$ cat src/rtl/cpu_ctrl_pkg.sv
// Shared types and encodings for the multicycle MIPS-subset control unit:
// FSM states, opcode/funct values and every datapath mux-select encoding.
package cpu_ctrl_pkg;

  typedef enum logic [4:0] {
    S_RESET   = 5'd0,
    S_FETCH   = 5'd1,
    S_IR      = 5'd2,
    S_DECODE  = 5'd3,
    S_R_EXEC  = 5'd4,
    S_R_WB    = 5'd5,
    S_ADDI    = 5'd6,
    S_I_WB    = 5'd7,
    S_ADDR    = 5'd8,
    S_LW_RD   = 5'd9,
    S_LW_MDR  = 5'd10,
    S_LW_WB   = 5'd11,
    S_SW      = 5'd12,
    S_BEQ     = 5'd13,
    S_J       = 5'd14,
    S_EXC_OP  = 5'd15,
    S_EXC_OVF = 5'd16,
    S_EXC_RD  = 5'd17,
    S_EXC_PC  = 5'd18
  } state_t;

  localparam logic [5:0] OP_RTYPE = 6'h00;
  localparam logic [5:0] OP_J     = 6'h02;
  localparam logic [5:0] OP_BEQ   = 6'h04;
  localparam logic [5:0] OP_ADDI  = 6'h08;
  localparam logic [5:0] OP_LW    = 6'h23;
  localparam logic [5:0] OP_SW    = 6'h2B;

  localparam logic [5:0] FN_ADD = 6'h20;
  localparam logic [5:0] FN_SUB = 6'h22;
  localparam logic [5:0] FN_AND = 6'h24;

  localparam logic [1:0] RMEM_PC     = 2'd0;
  localparam logic [1:0] RMEM_ALUOUT = 2'd1;
  localparam logic [1:0] RMEM_EXC    = 2'd2;

  localparam logic [1:0] EXC_OPCODE = 2'd0;
  localparam logic [1:0] EXC_OVF    = 2'd1;
  localparam logic [1:0] EXC_RSVD   = 2'd2;

  localparam logic       ULA_A_PC = 1'b0;
  localparam logic       ULA_A_A  = 1'b1;

  localparam logic [1:0] ULA_B_B       = 2'd0;
  localparam logic [1:0] ULA_B_4       = 2'd1;
  localparam logic [1:0] ULA_B_SEXT    = 2'd2;
  localparam logic [1:0] ULA_B_SEXT_SH = 2'd3;

  localparam logic [2:0] ULA_NONE = 3'b000;
  localparam logic [2:0] ULA_ADD  = 3'b001;
  localparam logic [2:0] ULA_SUB  = 3'b010;
  localparam logic [2:0] ULA_AND  = 3'b011;

  localparam logic [1:0] WREG_RT = 2'd0;
  localparam logic [1:0] WREG_RD = 2'd1;
  localparam logic [1:0] WREG_SP = 2'd2;

  localparam logic [1:0] WDATA_ALUOUT = 2'd0;
  localparam logic [1:0] WDATA_MDR    = 2'd1;
  localparam logic [1:0] WDATA_SP     = 2'd2;

  localparam logic [1:0] PC_ULA    = 2'd0;
  localparam logic [1:0] PC_ALUOUT = 2'd1;
  localparam logic [1:0] PC_JUMP   = 2'd2;
  localparam logic [1:0] PC_MEM    = 2'd3;

  function automatic logic [2:0] funct_op(input logic [5:0] funct);
    case (funct)
      FN_ADD:  return ULA_ADD;
      FN_SUB:  return ULA_SUB;
      FN_AND:  return ULA_AND;
      default: return ULA_NONE;
    endcase
  endfunction

  function automatic logic is_alu_funct(input logic [5:0] funct);
    return (funct == FN_ADD) || (funct == FN_SUB) || (funct == FN_AND);
  endfunction

endpackage

$ cat src/rtl/cpu_control_unit_if.sv
// Control <-> datapath bundle: decoded fields and ULA flags in, enables and
// mux selects out. master = control unit, slave = datapath.
interface cpu_control_unit_if;
  logic [5:0] OPCODE;
  logic [5:0] FUNCT;
  logic       ULA_zero;
  logic       ULA_overflow;
  logic       PC_w, MEM_w, IR_w, REG_w, AB_w, EPC_w, ALUOUT_w, MDR_w;
  logic [1:0] M_EXCEPTION;
  logic [1:0] M_RMEM;
  logic       M_ULA_A;
  logic [1:0] M_ULA_B;
  logic [2:0] ULA_op;
  logic [1:0] M_WREG;
  logic [1:0] M_WDATA;
  logic [1:0] M_PC;

  modport master (
    input  OPCODE, FUNCT, ULA_zero, ULA_overflow,
    output PC_w, MEM_w, IR_w, REG_w, AB_w, EPC_w, ALUOUT_w, MDR_w,
    output M_EXCEPTION, M_RMEM, M_ULA_A, M_ULA_B, ULA_op, M_WREG, M_WDATA, M_PC
  );

  modport slave (
    output OPCODE, FUNCT, ULA_zero, ULA_overflow,
    input  PC_w, MEM_w, IR_w, REG_w, AB_w, EPC_w, ALUOUT_w, MDR_w,
    input  M_EXCEPTION, M_RMEM, M_ULA_A, M_ULA_B, ULA_op, M_WREG, M_WDATA, M_PC
  );
endinterface

$ cat src/rtl/ctrl_wait_counter.sv
// Memory wait counter: cleared on each state entry, flags done when the
// count reaches MEM_WAIT-1 (MEM_WAIT legal range 1..7).
module ctrl_wait_counter #(
  parameter int MEM_WAIT = 2
) (
  input  logic clk,
  input  logic rst,
  input  logic clr,
  input  logic en,
  output logic done
);
  logic [2:0] cnt;

  always_ff @(posedge clk) begin
    if (rst || clr)
      cnt <= 3'd0;
    else if (en && !done)
      cnt <= cnt + 3'd1;
  end

  assign done = (cnt == 3'(MEM_WAIT - 1));
endmodule

$ cat src/rtl/cpu_control_unit.sv
// Multicycle control FSM for the MIPS-subset datapath.
// Optional: CTRL_OVERFLOW_EXC_EN enables the arithmetic-overflow exception path.
module cpu_control_unit
  import cpu_ctrl_pkg::*;
#(
  parameter int          MEM_WAIT = 2,
  parameter logic [31:0] SP_INIT  = 32'd227
) (
  input  logic                 clk,
  input  logic                 reset,
  cpu_control_unit_if.master   bus
);
  // SP_INIT is consumed by the datapath write-data mux; kept here so both sides share one value.
  localparam logic [31:0] unused_sp_init = SP_INIT;

  state_t     state, state_next;
  logic       wait_done, in_wait;
  logic [1:0] exc_q;

`ifndef CTRL_OVERFLOW_EXC_EN
  logic unused_ovf;
  assign unused_ovf = bus.ULA_overflow;
`endif

  assign in_wait = (state == S_FETCH) || (state == S_LW_RD) || (state == S_EXC_RD);

  ctrl_wait_counter #(.MEM_WAIT(MEM_WAIT)) u_wait (
    .clk  (clk),
    .rst  (reset),
    .clr  (state_next != state),
    .en   (in_wait),
    .done (wait_done)
  );

  always_ff @(posedge clk) begin
    if (reset) state <= S_RESET;
    else       state <= state_next;
  end

  // Exception cause latched at EPC write so the vector read keeps its select.
  always_ff @(posedge clk) begin
    if (reset)          exc_q <= EXC_OPCODE;
    else if (bus.EPC_w) exc_q <= bus.M_EXCEPTION;
  end

  always_comb begin
    state_next = S_RESET;
    case (state)
      S_RESET:  state_next = S_FETCH;
      S_FETCH:  state_next = wait_done ? S_IR : S_FETCH;
      S_IR:     state_next = S_DECODE;
      S_DECODE: begin
        case (bus.OPCODE)
          OP_RTYPE:     state_next = is_alu_funct(bus.FUNCT) ? S_R_EXEC : S_EXC_OP;
          OP_ADDI:      state_next = S_ADDI;
          OP_LW, OP_SW: state_next = S_ADDR;
          OP_BEQ:       state_next = S_BEQ;
          OP_J:         state_next = S_J;
          default:      state_next = S_EXC_OP;
        endcase
      end
`ifdef CTRL_OVERFLOW_EXC_EN
      S_R_EXEC: state_next = (bus.ULA_overflow && (bus.FUNCT == FN_ADD || bus.FUNCT == FN_SUB))
                             ? S_EXC_OVF : S_R_WB;
      S_ADDI:   state_next = bus.ULA_overflow ? S_EXC_OVF : S_I_WB;
      S_EXC_OVF: state_next = S_EXC_RD;
`else
      S_R_EXEC: state_next = S_R_WB;
      S_ADDI:   state_next = S_I_WB;
`endif
      S_R_WB:   state_next = S_FETCH;
      S_I_WB:   state_next = S_FETCH;
      S_ADDR:   state_next = (bus.OPCODE == OP_LW) ? S_LW_RD : S_SW;
      S_LW_RD:  state_next = wait_done ? S_LW_MDR : S_LW_RD;
      S_LW_MDR: state_next = S_LW_WB;
      S_LW_WB:  state_next = S_FETCH;
      S_SW:     state_next = S_FETCH;
      S_BEQ:    state_next = S_FETCH;
      S_J:      state_next = S_FETCH;
      S_EXC_OP: state_next = S_EXC_RD;
      S_EXC_RD: state_next = wait_done ? S_EXC_PC : S_EXC_RD;
      S_EXC_PC: state_next = S_FETCH;
      default:  state_next = S_RESET;
    endcase
  end

  always_comb begin
    bus.PC_w        = 1'b0;
    bus.MEM_w       = 1'b0;
    bus.IR_w        = 1'b0;
    bus.REG_w       = 1'b0;
    bus.AB_w        = 1'b0;
    bus.EPC_w       = 1'b0;
    bus.ALUOUT_w    = 1'b0;
    bus.MDR_w       = 1'b0;
    bus.M_EXCEPTION = EXC_OPCODE;
    bus.M_RMEM      = RMEM_PC;
    bus.M_ULA_A     = ULA_A_PC;
    bus.M_ULA_B     = ULA_B_B;
    bus.ULA_op      = ULA_NONE;
    bus.M_WREG      = WREG_RT;
    bus.M_WDATA     = WDATA_ALUOUT;
    bus.M_PC        = PC_ULA;
    case (state)
      S_RESET: begin
        bus.REG_w = 1'b1; bus.M_WREG = WREG_SP; bus.M_WDATA = WDATA_SP;
      end
      S_FETCH: begin
        bus.M_RMEM = RMEM_PC; bus.M_ULA_A = ULA_A_PC; bus.M_ULA_B = ULA_B_4; bus.ULA_op = ULA_ADD;
      end
      S_IR: begin
        bus.IR_w = 1'b1; bus.PC_w = 1'b1; bus.M_PC = PC_ULA;
      end
      S_DECODE: begin
        bus.AB_w = 1'b1; bus.ALUOUT_w = 1'b1;
        bus.M_ULA_A = ULA_A_PC; bus.M_ULA_B = ULA_B_SEXT_SH; bus.ULA_op = ULA_ADD;
      end
      S_R_EXEC: begin
        bus.M_ULA_A = ULA_A_A; bus.M_ULA_B = ULA_B_B;
        bus.ULA_op = funct_op(bus.FUNCT); bus.ALUOUT_w = 1'b1;
      end
      S_R_WB: begin
        bus.REG_w = 1'b1; bus.M_WREG = WREG_RD; bus.M_WDATA = WDATA_ALUOUT;
      end
      S_ADDI, S_ADDR: begin
        bus.M_ULA_A = ULA_A_A; bus.M_ULA_B = ULA_B_SEXT; bus.ULA_op = ULA_ADD; bus.ALUOUT_w = 1'b1;
      end
      S_I_WB: begin
        bus.REG_w = 1'b1; bus.M_WREG = WREG_RT; bus.M_WDATA = WDATA_ALUOUT;
      end
      S_LW_RD:  bus.M_RMEM = RMEM_ALUOUT;
      S_LW_MDR: bus.MDR_w = 1'b1;
      S_LW_WB: begin
        bus.REG_w = 1'b1; bus.M_WREG = WREG_RT; bus.M_WDATA = WDATA_MDR;
      end
      S_SW: begin
        bus.MEM_w = 1'b1; bus.M_RMEM = RMEM_ALUOUT;
      end
      S_BEQ: begin
        bus.M_ULA_A = ULA_A_A; bus.M_ULA_B = ULA_B_B; bus.ULA_op = ULA_SUB;
        bus.PC_w = bus.ULA_zero; bus.M_PC = PC_ALUOUT;
      end
      S_J: begin
        bus.PC_w = 1'b1; bus.M_PC = PC_JUMP;
      end
      S_EXC_OP: begin
        bus.EPC_w = 1'b1; bus.M_ULA_A = ULA_A_PC; bus.M_ULA_B = ULA_B_4;
        bus.ULA_op = ULA_SUB; bus.M_EXCEPTION = EXC_OPCODE;
      end
`ifdef CTRL_OVERFLOW_EXC_EN
      S_EXC_OVF: begin
        bus.EPC_w = 1'b1; bus.M_ULA_A = ULA_A_PC; bus.M_ULA_B = ULA_B_4;
        bus.ULA_op = ULA_SUB; bus.M_EXCEPTION = EXC_OVF;
      end
`endif
      S_EXC_RD: begin
        bus.M_RMEM = RMEM_EXC; bus.M_EXCEPTION = exc_q;
      end
      S_EXC_PC: begin
        bus.PC_w = 1'b1; bus.M_PC = PC_MEM;
      end
      default: ;
    endcase
  end
endmodule

$ cat src/flat_wrapper.sv
// flat-port wrapper written by rule: the top's interface ports become plain ports
module cpu_control_unit_flat import cpu_ctrl_pkg::*;
#(
  parameter int          MEM_WAIT = 2,
  parameter logic [31:0] SP_INIT  = 32'd227
)
  (clk, reset, bus_OPCODE, bus_FUNCT, bus_ULA_zero, bus_ULA_overflow, bus_PC_w, bus_MEM_w, bus_IR_w, bus_REG_w, bus_AB_w, bus_EPC_w, bus_ALUOUT_w, bus_MDR_w, bus_M_EXCEPTION, bus_M_RMEM, bus_M_ULA_A, bus_M_ULA_B, bus_ULA_op, bus_M_WREG, bus_M_WDATA, bus_M_PC);
  cpu_control_unit_if bus_i ();
  input  logic clk;
  input  logic reset;
  input wire logic [$bits(bus_i.OPCODE)-1:0] bus_OPCODE;
  input wire logic [$bits(bus_i.FUNCT)-1:0] bus_FUNCT;
  input wire logic [$bits(bus_i.ULA_zero)-1:0] bus_ULA_zero;
  input wire logic [$bits(bus_i.ULA_overflow)-1:0] bus_ULA_overflow;
  output wire logic [$bits(bus_i.PC_w)-1:0] bus_PC_w;
  output wire logic [$bits(bus_i.MEM_w)-1:0] bus_MEM_w;
  output wire logic [$bits(bus_i.IR_w)-1:0] bus_IR_w;
  output wire logic [$bits(bus_i.REG_w)-1:0] bus_REG_w;
  output wire logic [$bits(bus_i.AB_w)-1:0] bus_AB_w;
  output wire logic [$bits(bus_i.EPC_w)-1:0] bus_EPC_w;
  output wire logic [$bits(bus_i.ALUOUT_w)-1:0] bus_ALUOUT_w;
  output wire logic [$bits(bus_i.MDR_w)-1:0] bus_MDR_w;
  output wire logic [$bits(bus_i.M_EXCEPTION)-1:0] bus_M_EXCEPTION;
  output wire logic [$bits(bus_i.M_RMEM)-1:0] bus_M_RMEM;
  output wire logic [$bits(bus_i.M_ULA_A)-1:0] bus_M_ULA_A;
  output wire logic [$bits(bus_i.M_ULA_B)-1:0] bus_M_ULA_B;
  output wire logic [$bits(bus_i.ULA_op)-1:0] bus_ULA_op;
  output wire logic [$bits(bus_i.M_WREG)-1:0] bus_M_WREG;
  output wire logic [$bits(bus_i.M_WDATA)-1:0] bus_M_WDATA;
  output wire logic [$bits(bus_i.M_PC)-1:0] bus_M_PC;
  assign bus_i.OPCODE = bus_OPCODE;
  assign bus_i.FUNCT = bus_FUNCT;
  assign bus_i.ULA_zero = bus_ULA_zero;
  assign bus_i.ULA_overflow = bus_ULA_overflow;
  assign bus_PC_w = bus_i.PC_w;
  assign bus_MEM_w = bus_i.MEM_w;
  assign bus_IR_w = bus_i.IR_w;
  assign bus_REG_w = bus_i.REG_w;
  assign bus_AB_w = bus_i.AB_w;
  assign bus_EPC_w = bus_i.EPC_w;
  assign bus_ALUOUT_w = bus_i.ALUOUT_w;
  assign bus_MDR_w = bus_i.MDR_w;
  assign bus_M_EXCEPTION = bus_i.M_EXCEPTION;
  assign bus_M_RMEM = bus_i.M_RMEM;
  assign bus_M_ULA_A = bus_i.M_ULA_A;
  assign bus_M_ULA_B = bus_i.M_ULA_B;
  assign bus_ULA_op = bus_i.ULA_op;
  assign bus_M_WREG = bus_i.M_WREG;
  assign bus_M_WDATA = bus_i.M_WDATA;
  assign bus_M_PC = bus_i.M_PC;
  cpu_control_unit #(.MEM_WAIT(MEM_WAIT), .SP_INIT(SP_INIT)) u_core (.clk(clk), .reset(reset), .bus(bus_i));
endmodule
$ cat config.mk
export PLATFORM = sky130hd
export DESIGN_NAME = cpu_control_unit_flat
export DESIGN_NICKNAME = d
export VERILOG_FILES = /design/src/rtl/cpu_ctrl_pkg.sv /design/src/rtl/cpu_control_unit_if.sv /design/src/rtl/ctrl_wait_counter.sv /design/src/rtl/cpu_control_unit.sv /design/src/flat_wrapper.sv
export SDC_FILE = /design/constraint.sdc
export NUM_CORES = 1
export LEC_CHECK = 0
export ABC_AREA = 1
export BUFFER_PORTS_ARGS = -buffer_cell sky130_fd_sc_hd__buf_2
export CAP_MARGIN = 20
export CORE_UTILIZATION = 27
export DETAILED_ROUTE_END_ITERATION = 16
export PLACE_DENSITY = 0.56
export SYNTH_ARGS = -nofsm -noshare
export SYNTH_HDL_FRONTEND = slang
export SYNTH_HIERARCHICAL = 1
export SYNTH_SLANG_ARGS = --single-unit
$ cat constraint.sdc
create_clock -name clk -period 1.37 [get_ports clk]
set_input_delay 0.411 -clock clk [delete_from_list [all_inputs] [get_ports clk]]
set_output_delay 0.411 -clock clk [all_outputs]
set_load 0.05 [all_outputs]
==> results of run 1 <==
## final timing paths
| check | end | from | slack (ps) | cells after the start |
|---|---|---|---|---|
| worst max-delay path | bus_ULA_op[1] | u_core/state[0] | -560 | 7 |
| worst min register to register | u_core/exc_q[0] | u_core/exc_q[0] | 500 | 2 |
| worst min-delay path | u_core/state[1] | reset | 440 | 2 |
| worst max register to register | u_core/state[0] | u_core/state[1] | -240 | 10 |
## cell usage after synthesis, types with 2 or more instances
| cell type | n | area [sq um] |
|---|---|---|
| nand2_2 | 6 | 37.5 |
| nand4_1 | 5 | 31.3 |
| nor2_1 | 31 | 116 |
| nand2_1 | 34 | 128 |
| or2_1 | 2 | 12.5 |
| nor2_2 | 6 | 37.5 |
| a21oi_1 | 7 | 35.0 |
| nor3_1 | 3 | 15.0 |
| dfxtp_1 | 10 | 200 |
| inv_2 | 5 | 18.8 |
| inv_1 | 25 | 93.8 |
| nand3b_1 | 2 | 15.0 |
| nand3_1 | 18 | 90.1 |
| ha_1 | 2 | 25.0 |
## cells by family after synthesis
| group | Yosys count | synth area share, % |
|---|---|---|
| AND/OR/NAND/NOR | 109 | 54.3 |
| flip-flops | 10 | 21.6 |
| buffers and inverters | 32 | 13.5 |
| AO/OA/AOI/OAI | 12 | 7.55 |
| adder cells (fa/ha/maj) | 2 | 2.69 |
| other | 1 | 0.404 |
## final cells by class
type | count | area share (%)
multi-input cells | 124 | 42.1
inverters | 31 | 6.44
repair buffers | 98 | 38.4
flip-flops and latches | 10 | 9.17
clock buffers | 4 | 1.52
well taps | 44 | 2.30
## power by group through the flow
stage	combinational (mW)	sequential, mW	clock (mW)
6_report	0.853	0.322	0.258
5_1_grt	0.898	0.324	0.282
4_1_cts	0.734	0.320	0.267
3_5_place_dp	0.575	0.327	0
3_3_place_gp	0.563	0.326	0
2_1_floorplan	0.383	0.330	0
## through the flow
step	util (%)	cell area, sq um	hold WS [ps]	setup slack, ps	setup TNS (ps)
final	75.8	2390	436	-556	-11730
after global routing	75.8	2390	442	-617	-13510
after CTS	68.3	2150	421	-525	-10200
after detailed placement	52.5	1650	500	-466	-6720
after global placement	52.5	1650	485	-416	-6220
after floorplan	-	1140	470	-379	-3210
## critical path, delay by kind of cell, from the launching register on
| kind | cells | cell delay, ps |
|---|---|---|
| buffers and inverters | 2 | 230 |
| AND/OR/NAND/NOR | 4 | 510 |
| flip-flops | 1 | 370 |
| AO/OA/AOI/OAI | 1 | 140 |
## layer usage
metal / up-vias / routed length (um)
met5: - / 0
met2: 40 / 2410
met4: 0 / 132
li1: 725 / -
met3: 15 / 117
met1: 705 / 1720
## sequential cells by signal (all words and copies together), names as in the netlist
name               count
u_core/state           5
u_core/u_wait/cnt      3
u_core/exc_q           2
## timing repair
item / CTS / global route
pin swaps: 16 / 22
gates resized for setup: 101 / 38
setup endpoints to repair: 29 / 30
setup buffers: 16 / 13
==> results by group, run 1 <==
Status
  • Status: complete, but fails checks
  • Failing checks: setup timing

Route
  • Vias: 1,485
  • Antenna-violating nets left: 0
  • DRT Wirelength: 4380 um
  • Average wire per cell in the routed design: 14.1 um
  • Detailed-route DRC error count: 0
  • Drt pass-1 iters: 4
  • Iter 0 DRT Violations: 58
  • Vias per cell: 4.77

Timing
  • Part of the cycle the worst path needs: 141%
  • Clk_skew: 4.92 ps
  • Final Setup Violations: 30
  • Worst Setup Slack, final: -556 ps
  • Fin. Hold Viols: 0
  • Max-slew violations: 0
  • Min Clock Period, post-route: 1930 ps
  • Fmax: 519 MHz
  • RSZ-0062 raised after global routing: true

Synthesis
  • Cell Area, Synth: 928 sq um
  • Ys Warns: 6
  • Post-synthesis async set-or-reset flop share: 0%
  • Post-Syn Instances: 166
  • Library cells used by synthesis: 24
  • Sequential share of the synthesized area: 21.6%
  • EDFF count, synth: 0
  • Avg Inst Size Synth: 5.59 sq um
  • Main flop type after synthesis: dfxtp_1
  • Seq cells post-synth: 10
  • Syn Nets: 184

Floorplanning
  • Core area: 3150 sq um
  • DIE WIDTH: 60.6 um
  • Die Height: 60.6 um
  • Die area: 3680 sq um
  • Initial Util: 29.4%
  • Core Rows: 20
  • IO Pins: 40

Pwr
  • Power share of the clock group: 18.0%
  • Psw: 0.609 mW
  • Leakage: 1.18 nW
  • Total design power: 1.43 mW
  • Cell-internal power: 0.823 mW
  • PD cells: 600 nW/um^2
  • IR drop worst, VDD: 439 uV
  • Sw Share: 42.6%
  • Seq pwr share: 22.5%
  • Logic gate share of total power: 59.5%

Final layout
  • Inserted Diodes: 0
  • Area grow syn2layout: 157%
  • FF/Latch Area: 219 sq um
  • Area of the multi-input gates: 1010 sq um
  • Final nets: 286
  • Most frequent cells in the layout: 39 x buf_4, 32 x buf_6, 19 x nand2_1, 19 x nor2_1, 17 x nor2_4
  • Share of cells above drive strength 1: 67.8%
  • Fin cells: 311
  • Commonest non-fill, non-tap cell in the layout: buf_4
  • Filler Cell Count: 222

Global routing
  • Met3 Usage GRT: 2.99%
  • Antenna violations before repair: 0
  • GR met1 Demand/Resource: 25.1%
  • Grt met2 use: 44.0%
  • Global-route wire length before repair: 6300 um
  • Pin count of the biggest net entering global routing: 9
  • Vias in the first global route: 1,412
  • Global route overflow: 0
  • GR peak layer: met2
  • Gr usage total: 23.1%

Setup path
  • Slowest stage delay, CP: 370 ps
  • Crit-path slowest cell: dfxtp_4
  • Worst Setup End Kind: output port
  • Crit path max fanout: 4
  • Crit Path Class: flop to output port
  • CP cell instances: nor2_4, nand2_4, inv_4, nand2_2, or2_4, o221ai_4, buf_6
  • Startpoint types: flop
  • Crit path required time: 960 ps
  • WP data arrival: 1510 ps

Clock tree
  • Sink Count: 10
  • H-Tree Depth: 1
  • Clk pin slew, worst setup/hold paths: 60 ps
  • Total CTS buffers: 3
  • Maximum buffer depth of the clock tree: 2
  • Post-CTS Hold Buffers: 0
  • Clock Latency Late Sink: 260 ps
  • CTS Root Cell: clkbuf_4
  • TritonCTS clock tree: yes

Flow run
  • Max cap viols: 0

Place
  • DP Wirelength: 2690 um
  • Placed insts: 284
  • RePlAce Congestion: 0.885
  • PortBufs: 37

Hold path
  • Worst min path class: input port to flop
Power figures use the tool's default switching activity.
==> run 2: changes to the inputs <==
--- a/config.mk
+++ b/config.mk
@@ -10,7 +10,7 @@
 export CAP_MARGIN = 20
 export CORE_UTILIZATION = 27
 export DETAILED_ROUTE_END_ITERATION = 16
-export PLACE_DENSITY = 0.56
+export PLACE_DENSITY = 0.51
 export SYNTH_ARGS = -nofsm -noshare
 export SYNTH_HDL_FRONTEND = slang
 export SYNTH_HIERARCHICAL = 1
==> run 2 against run 1 <==
  * The run still ends with setup timing left
  * Final area up 7.6%
  * Non-clock buffer count up 4
  * Critical path depth unchanged
  * Sequential power about the same
  * Global-route usage down 0.36 points
  * Routed wire length up 10%
  * Clock power down 23%
  * Final cell count up 1.3%
  * Register-to-register slack about the same
  * Combinational power up 11%
==> results by group, run 2 (synthesis gave the netlist of run 1 again) <==
Status
  • Status: complete, but fails checks
  • Failing checks: setup timing

Clock tree
  • Total CTS buffers: 3 (unchanged)
  • Post-CTS Hold Buffers: 0 (unchanged)
  • H-Tree Depth: 1 (unchanged)
  • Sink Count: 10 (unchanged)
  • Maximum buffer depth of the clock tree: 2 (unchanged)
  • CTS Root Cell: clkbuf_4
  • Clock Latency Late Sink: 260 ps (about the same)
  • TritonCTS clock tree: yes
  • Clk pin slew, worst setup/hold paths: 70 ps (about the same)

Route
  • Detailed-route DRC error count: 0 (unchanged)
  • Vias: 1,515 (+2.0%)
  • Average wire per cell in the routed design: 15.4 um (+9.1%)
  • Vias per cell: 4.81 (+0.72%)
  • Iter 0 DRT Violations: 49 (-16%)
  • Drt pass-1 iters: 4 (unchanged)
  • Antenna-violating nets left: 0 (unchanged)
  • DRT Wirelength: 4840 um (+10%)

Floorplanning
  • DIE WIDTH: 60.6 um (unchanged)
  • Die area: 3680 sq um (unchanged)
  • Initial Util: 29.4% (unchanged)
  • IO Pins: 40 (unchanged)
  • Die Height: 60.6 um (unchanged)
  • Core area: 3150 sq um (unchanged)
  • Core Rows: 20 (unchanged)

Timing
  • Final Setup Violations: 30 (unchanged)
  • Fin. Hold Viols: 0 (unchanged)
  • Clk_skew: 8.75 ps (+3.82 ps)
  • Fmax: 507 MHz (-2.4%)
  • RSZ-0062 raised after global routing: true
  • Max-slew violations: 0 (unchanged)
  • Worst Setup Slack, final: -603 ps (-47.8 ps)
  • Part of the cycle the worst path needs: 144% (+3.5 points)
  • Min Clock Period, post-route: 1970 ps (+47.8 ps)

Global routing
  • Global-route wire length before repair: 6150 um (-2.4%)
  • Gr usage total: 22.7% (-0.36 points)
  • Vias in the first global route: 1,429 (+1.2%)
  • Pin count of the biggest net entering global routing: 9 (unchanged)
  • Global route overflow: 0 (unchanged)
  • Antenna violations before repair: 0 (unchanged)

Hold path
  • Worst hold path stage count: 2 (unchanged)
  • Hold Crit Start: reset
  • Worst min path class: input port to flop
  • Hold Path End: u_core/state[3]

Setup path
  • CP cell instances: nor2_4, nand2_4, inv_2, nand2_2, or2_4, o221ai_4, buf_6
  • R2r startpoint: u_core/state[2]
  • Crit path required time: 960 ps (about the same)
  • Delay-heaviest family, CP: simple AND/OR/NAND/NOR gates
  • R2R depth: 10 (unchanged)
  • R2r setup slk: -230 ps (about the same)
  • Crit-path slowest cell: dfxtp_4
  • Worst Setup End Kind: output port
  • Startpoint types: flop
  • RR Endpoint: u_core/state[2]
  • CP bufs+invs: 2 (unchanged)
  • Crit path launch: u_core/state[4]
  • Slowest stage delay, CP: 370 ps (about the same)
  • WP data arrival: 1560 ps (+50 ps)
  • Crit path max fanout: 3 (-1)
  • Crit Path Class: flop to output port

Final layout
  • Filler Cell Count: 186 (-16%)
  • Share of cells above drive strength 1: 70.5% (+2.7 points)
  • Top flop regs: u_core/state: 5 flops, u_core/u_wait/cnt: 3 flops, u_core/exc_q: 2 flops
  • Area grow syn2layout: 177%
  • Final nets: 290 (+1.4%)
  • Largest register FFs: 5 (unchanged)
  • Most frequent cells in the layout: 36 x buf_6, 31 x buf_4, 21 x nor2_4
  • Inserted Diodes: 0 (unchanged)
  • Commonest non-fill, non-tap cell in the layout: buf_6
  • Fin cells: 315 (+1.3%)
  • Most flop-heavy register: u_core/state

Pwr
  • Logic gate share of total power: 64.4% (+4.9 points)
  • Psw: 0.633 mW (+3.9%)
  • IR drop worst, VDD: 565 uV (+29%)
  • Seq pwr share: 22.0% (-0.5 points)
  • Leakage: 1.23 nW (+4.4%)
  • Power share of the clock group: 13.5% (-4.5 points)
  • PD cells: 570 nW/um^2 (-4.9%)
  • Cell-internal power: 0.833 mW (+1.2%)
  • Sw Share: 43.2% (+0.66 points)

Place
  • PortBufs: 37 (unchanged)
  • DP Wirelength: 2690 um (-0.17%)
  • RePlAce Congestion: 0.863 (-2.5%)
  • Placed insts: 286 (+0.70%)
  • Placement Setup Slack: -470 ps (-4.19 ps)

Flow run
  • Max cap viols: 0 (unchanged)
==> run 2: worst max path at each step <==
stage                         endpoint  cells after the start  slack (ps)
global route                  bus_PC_w                      7        -660
CTS                      bus_ULA_op[1]                      7        -540
floorplan           bus_M_EXCEPTION[0]                      6        -380
global placement         bus_ULA_op[1]                      6        -420
detailed placement       bus_ULA_op[1]                      6        -470
finish                   bus_ULA_op[1]                      7        -600
==> run 2: per-layer routing <==
metal	GRT usage [%]	wire length (um)	vias to the layer above
met1	25.2	1950	720
met5	0	0	-
met3	3.20	120	10
li1	-	-	738
met4	12.7	126	0
met2	41.4	2640	47
==> run 2: power groups by stage <==
| stage | registers (mW) | logic [mW] | clock network (mW) |
|---|---|---|---|
| floorplan | 0.330 | 0.383 | 0 |
| finish | 0.323 | 0.945 | 0.198 |
| CTS | 0.322 | 0.823 | 0.214 |
| detailed placement | 0.327 | 0.584 | 0 |
| global placement | 0.326 | 0.574 | 0 |
| global route | 0.324 | 0.992 | 0.224 |
==> run 2: what timing repair did <==
| item | in CTS | in global routing |
|---|---|---|
| buffers inserted | 15 | 15 |
| resized for setup | 130 | 42 |
| pin swaps | 40 | 31 |
| setup endpoints to repair | 29 | 30 |
==> run 2: layout make-up <==
class	count	area [sq um]	area share [%]
inverters	31	156	6.08
repair buffers	102	1040	40.4
flip-flops and latches	10	219	8.52
clock inverters	1	3.75	0.146
well taps	44	55.1	2.14
clock buffers	3	22.5	0.876
multi-input cells	124	1080	41.8
==> run 2: metrics by stage <==
| step | cell area [sq um] | hold WS [ps] | power [mW] | setup TNS [ps] | utilization, % |
|---|---|---|---|---|---|
| 2_1_floorplan | 1140 | 470 | 0.713 | -3210 | - |
| 3_3_place_gp | 1680 | 486 | 0.900 | -6590 | 53.3 |
| 3_5_place_dp | 1680 | 495 | 0.911 | -6920 | 53.3 |
| 4_1_cts | 2290 | 412 | 1.36 | -10480 | 72.5 |
| 5_1_grt | 2570 | 430 | 1.54 | -13430 | 81.5 |
| 6_report | 2570 | 435 | 1.47 | -11830 | 81.5 |
==> run 3: changes to the inputs <==
==> constraint.sdc (replaced) <==
create_clock -name clk -period 1.37 [get_ports clk]
set_input_delay 0.411 -clock clk [delete_from_list [all_inputs] [get_ports clk]]
set_output_delay 0.411 -clock clk [all_outputs]
set_load 0.01 [all_outputs]
==> run 3 against run 2 <==
  * The run still ends with setup timing left
  * Critical endpoint unchanged
  * Critical path depth did not move
  * Setup slack improved by 95 ps
  * Global-route usage fell by 4.9 points
  * Utilization fell by 16 points
  * Final cell count fell by 3.2%
  * Sequential share of layout area rose by 2.0 points
  * Final area fell by 20%
  * Power fell by 20%
  * Die area did not move
  * Worst hold slack got worse by 6.4 ps
  * Sequential power barely moved
  * Combinational power fell by 37%
==> results by group, run 3 (synthesis gave the netlist of run 1 again) <==
Status
  • Status: complete, but fails checks
  • Failing checks: setup timing

Setup path
  • R2r startpoint: u_core/state[2]
  • Worst Setup End Kind: output port
  • RR Endpoint: u_core/u_wait/cnt[1]
  • Startpoint types: flop
  • R2R depth: 10 (unchanged)
  • Slowest stage delay, CP: 340 ps (-30 ps)
  • Crit-path slowest cell: dfxtp_2
  • CP bufs+invs: 2 (unchanged)
  • R2r setup slk: -150 ps (+80 ps)
  • CP cell instances: nor2_4, nand2_4, inv_2, nand2_2, or2_4, o221ai_2, buf_2
  • Crit path required time: 960 ps (about the same)
  • Delay-heaviest family, CP: simple AND/OR/NAND/NOR gates
  • Crit path max fanout: 3 (unchanged)
  • Crit Path Class: flop to output port
  • WP data arrival: 1470 ps (-90 ps)

Timing
  • Fmax: 532 MHz (+5.1%)
  • Fin. Hold Viols: 0 (unchanged)
  • RSZ-0062 raised after global routing: true
  • Min Clock Period, post-route: 1880 ps (-95.2 ps)
  • Worst Setup Slack, final: -508 ps (+95.2 ps)
  • Final Setup Violations: 30 (unchanged)
  • Max-slew violations: 0 (unchanged)
  • Part of the cycle the worst path needs: 137% (-7.0 points)
  • Clk_skew: 2.83 ps (-5.92 ps)

Final layout
  • Top flop regs: u_core/state: 5 flops, u_core/u_wait/cnt: 3 flops, u_core/exc_q: 2 flops
  • Area grow syn2layout: 121%
  • Share of cells above drive strength 1: 65.1% (-5.3 points)
  • Filler Cell Count: 292 (+57%)
  • Most flop-heavy register: u_core/state
  • Commonest non-fill, non-tap cell in the layout: buf_4
  • Inserted Diodes: 0 (unchanged)
  • Core Util, Final: 65.1% (-16 points)
  • Most frequent cells in the layout: 38 x buf_4, 29 x buf_6, 25 x buf_2
  • Fin cells: 305 (-3.2%)
  • Final nets: 280 (-3.4%)
  • Largest register FFs: 5 (unchanged)

Route
  • Vias per cell: 4.60 (-4.3%)
  • Iter 0 DRT Violations: 30 (-39%)
  • Drt pass-1 iters: 4 (unchanged)
  • Antenna-violating nets left: 0 (unchanged)
  • Detailed-route DRC error count: 0 (unchanged)
  • Average wire per cell in the routed design: 12.2 um (-20%)
  • Vias: 1,404 (-7.3%)
  • DRT Wirelength: 3730 um (-23%)

Floorplanning
  • Core area: 3150 sq um (unchanged)
  • IO Pins: 40 (unchanged)
  • Core Rows: 20 (unchanged)
  • Die area: 3680 sq um (unchanged)
  • Initial Util: 29.4% (unchanged)
  • Die Height: 60.6 um (unchanged)
  • DIE WIDTH: 60.6 um (unchanged)

Global routing
  • Vias in the first global route: 1,182 (-17%)
  • Pin count of the biggest net entering global routing: 9 (unchanged)
  • Global-route wire length before repair: 5060 um (-18%)
  • Gr usage total: 17.8% (-4.9 points)
  • Antenna violations before repair: 0 (unchanged)
  • Global route overflow: 0 (unchanged)

Place
  • DP Wirelength: 2500 um (-7.0%)
  • RePlAce Congestion: 0.867 (+0.51%)
  • Placed insts: 286 (unchanged)
  • PortBufs: 37 (unchanged)

Pwr
  • Leakage: 1.09 nW (-12%)
  • IR drop worst, VDD: 524 uV (-7.3%)
  • PD cells: 574 nW/um^2 (+0.70%)

Hold path
  • Worst hold path stage count: 2 (unchanged)
  • Worst min path class: input port to flop
  • Hold Path End: u_core/state[0]
  • Hold Crit Start: reset

Clock tree
  • Sink Count: 10 (unchanged)
  • H-Tree Depth: 1 (unchanged)
  • Total CTS buffers: 3 (unchanged)
  • CTS Root Cell: clkbuf_4
  • TritonCTS clock tree: yes
  • Maximum buffer depth of the clock tree: 2 (unchanged)
  • Clock Latency Late Sink: 260 ps (about the same)
  • Post-CTS Hold Buffers: 0 (unchanged)
  • Clk pin slew, worst setup/hold paths: 70 ps (about the same)

Flow run
  • Max cap viols: 0 (unchanged)
[run 3: cell count changes in the layout (fill, tap and decap cells not counted), sizes merged]
cell / before / now
buf: 102 / 92
clkbuf: 3 / 4
clkinv: 2 / 0
clkinvlp: 4 / 0
inv: 26 / 31
[run 3: how the worst max path moves through the flow]
stage | startpoint | endpoint | slack, ps | cells past startpoint
floorplan | u_core/state[0] | bus_ULA_op[1] | -100 | 6
global placement | bus_FUNCT[0] | bus_ULA_op[1] | -290 | 6
detailed placement | bus_FUNCT[0] | bus_ULA_op[1] | -350 | 6
CTS | u_core/state[0] | bus_ULA_op[1] | -470 | 8
global route | u_core/state[4] | bus_ULA_op[1] | -580 | 7
finish | u_core/state[4] | bus_ULA_op[1] | -510 | 7
[run 3: metrics by stage]
stage / hold slack [ps] / total power [mW] / cell area (sq um) / setup TNS [ps] / setup slack (ps)
3_3_place_gp: 428 / 0.722 / 1490 / -2610 / -287
6_report: 429 / 1.18 / 2050 / -9250 / -508
5_1_grt: 436 / 1.25 / 2050 / -11090 / -584
3_5_place_dp: 435 / 0.731 / 1490 / -2840 / -349
2_1_floorplan: 422 / 0.532 / 957 / -444 / -105
4_1_cts: 420 / 1.05 / 1680 / -9320 / -470
[run 3: per-layer routing]
layer	routed length [um]	track usage, %	vias up	share of wire, %
met5	0	0	-	0
met4	65	3.25	0	1.7
met3	96	2.13	8	2.6
met2	1960	31.7	32	53
met1	1610	23.4	650	43
li1	-	-	714	-
[run 3: what timing repair did]
item,in CTS,in global routing
setup endpoints to repair,28,30
gates resized for setup,36,74
pin swaps,8,38
setup buffers,4,14
[run 3: area by class of cell]
| type | instances | area (sq um) | share of cell area (%) |
|---|---|---|---|
| clock buffers | 4 | 36.3 | 1.77 |
| flip-flops and latches | 10 | 216 | 10.5 |
| inverters | 31 | 129 | 6.28 |
| multi-input cells | 124 | 880 | 42.8 |
| repair buffers | 92 | 737 | 35.9 |
| well taps | 44 | 55.1 | 2.68 |
[run 3: where the power goes]
part           total (mW)  switching, mW  internal, mW  leakage (nW)
clock network       0.262          0.101         0.161        0.0210
logic               0.594          0.309         0.285         0.983
registers           0.323         0.0199         0.303        0.0844
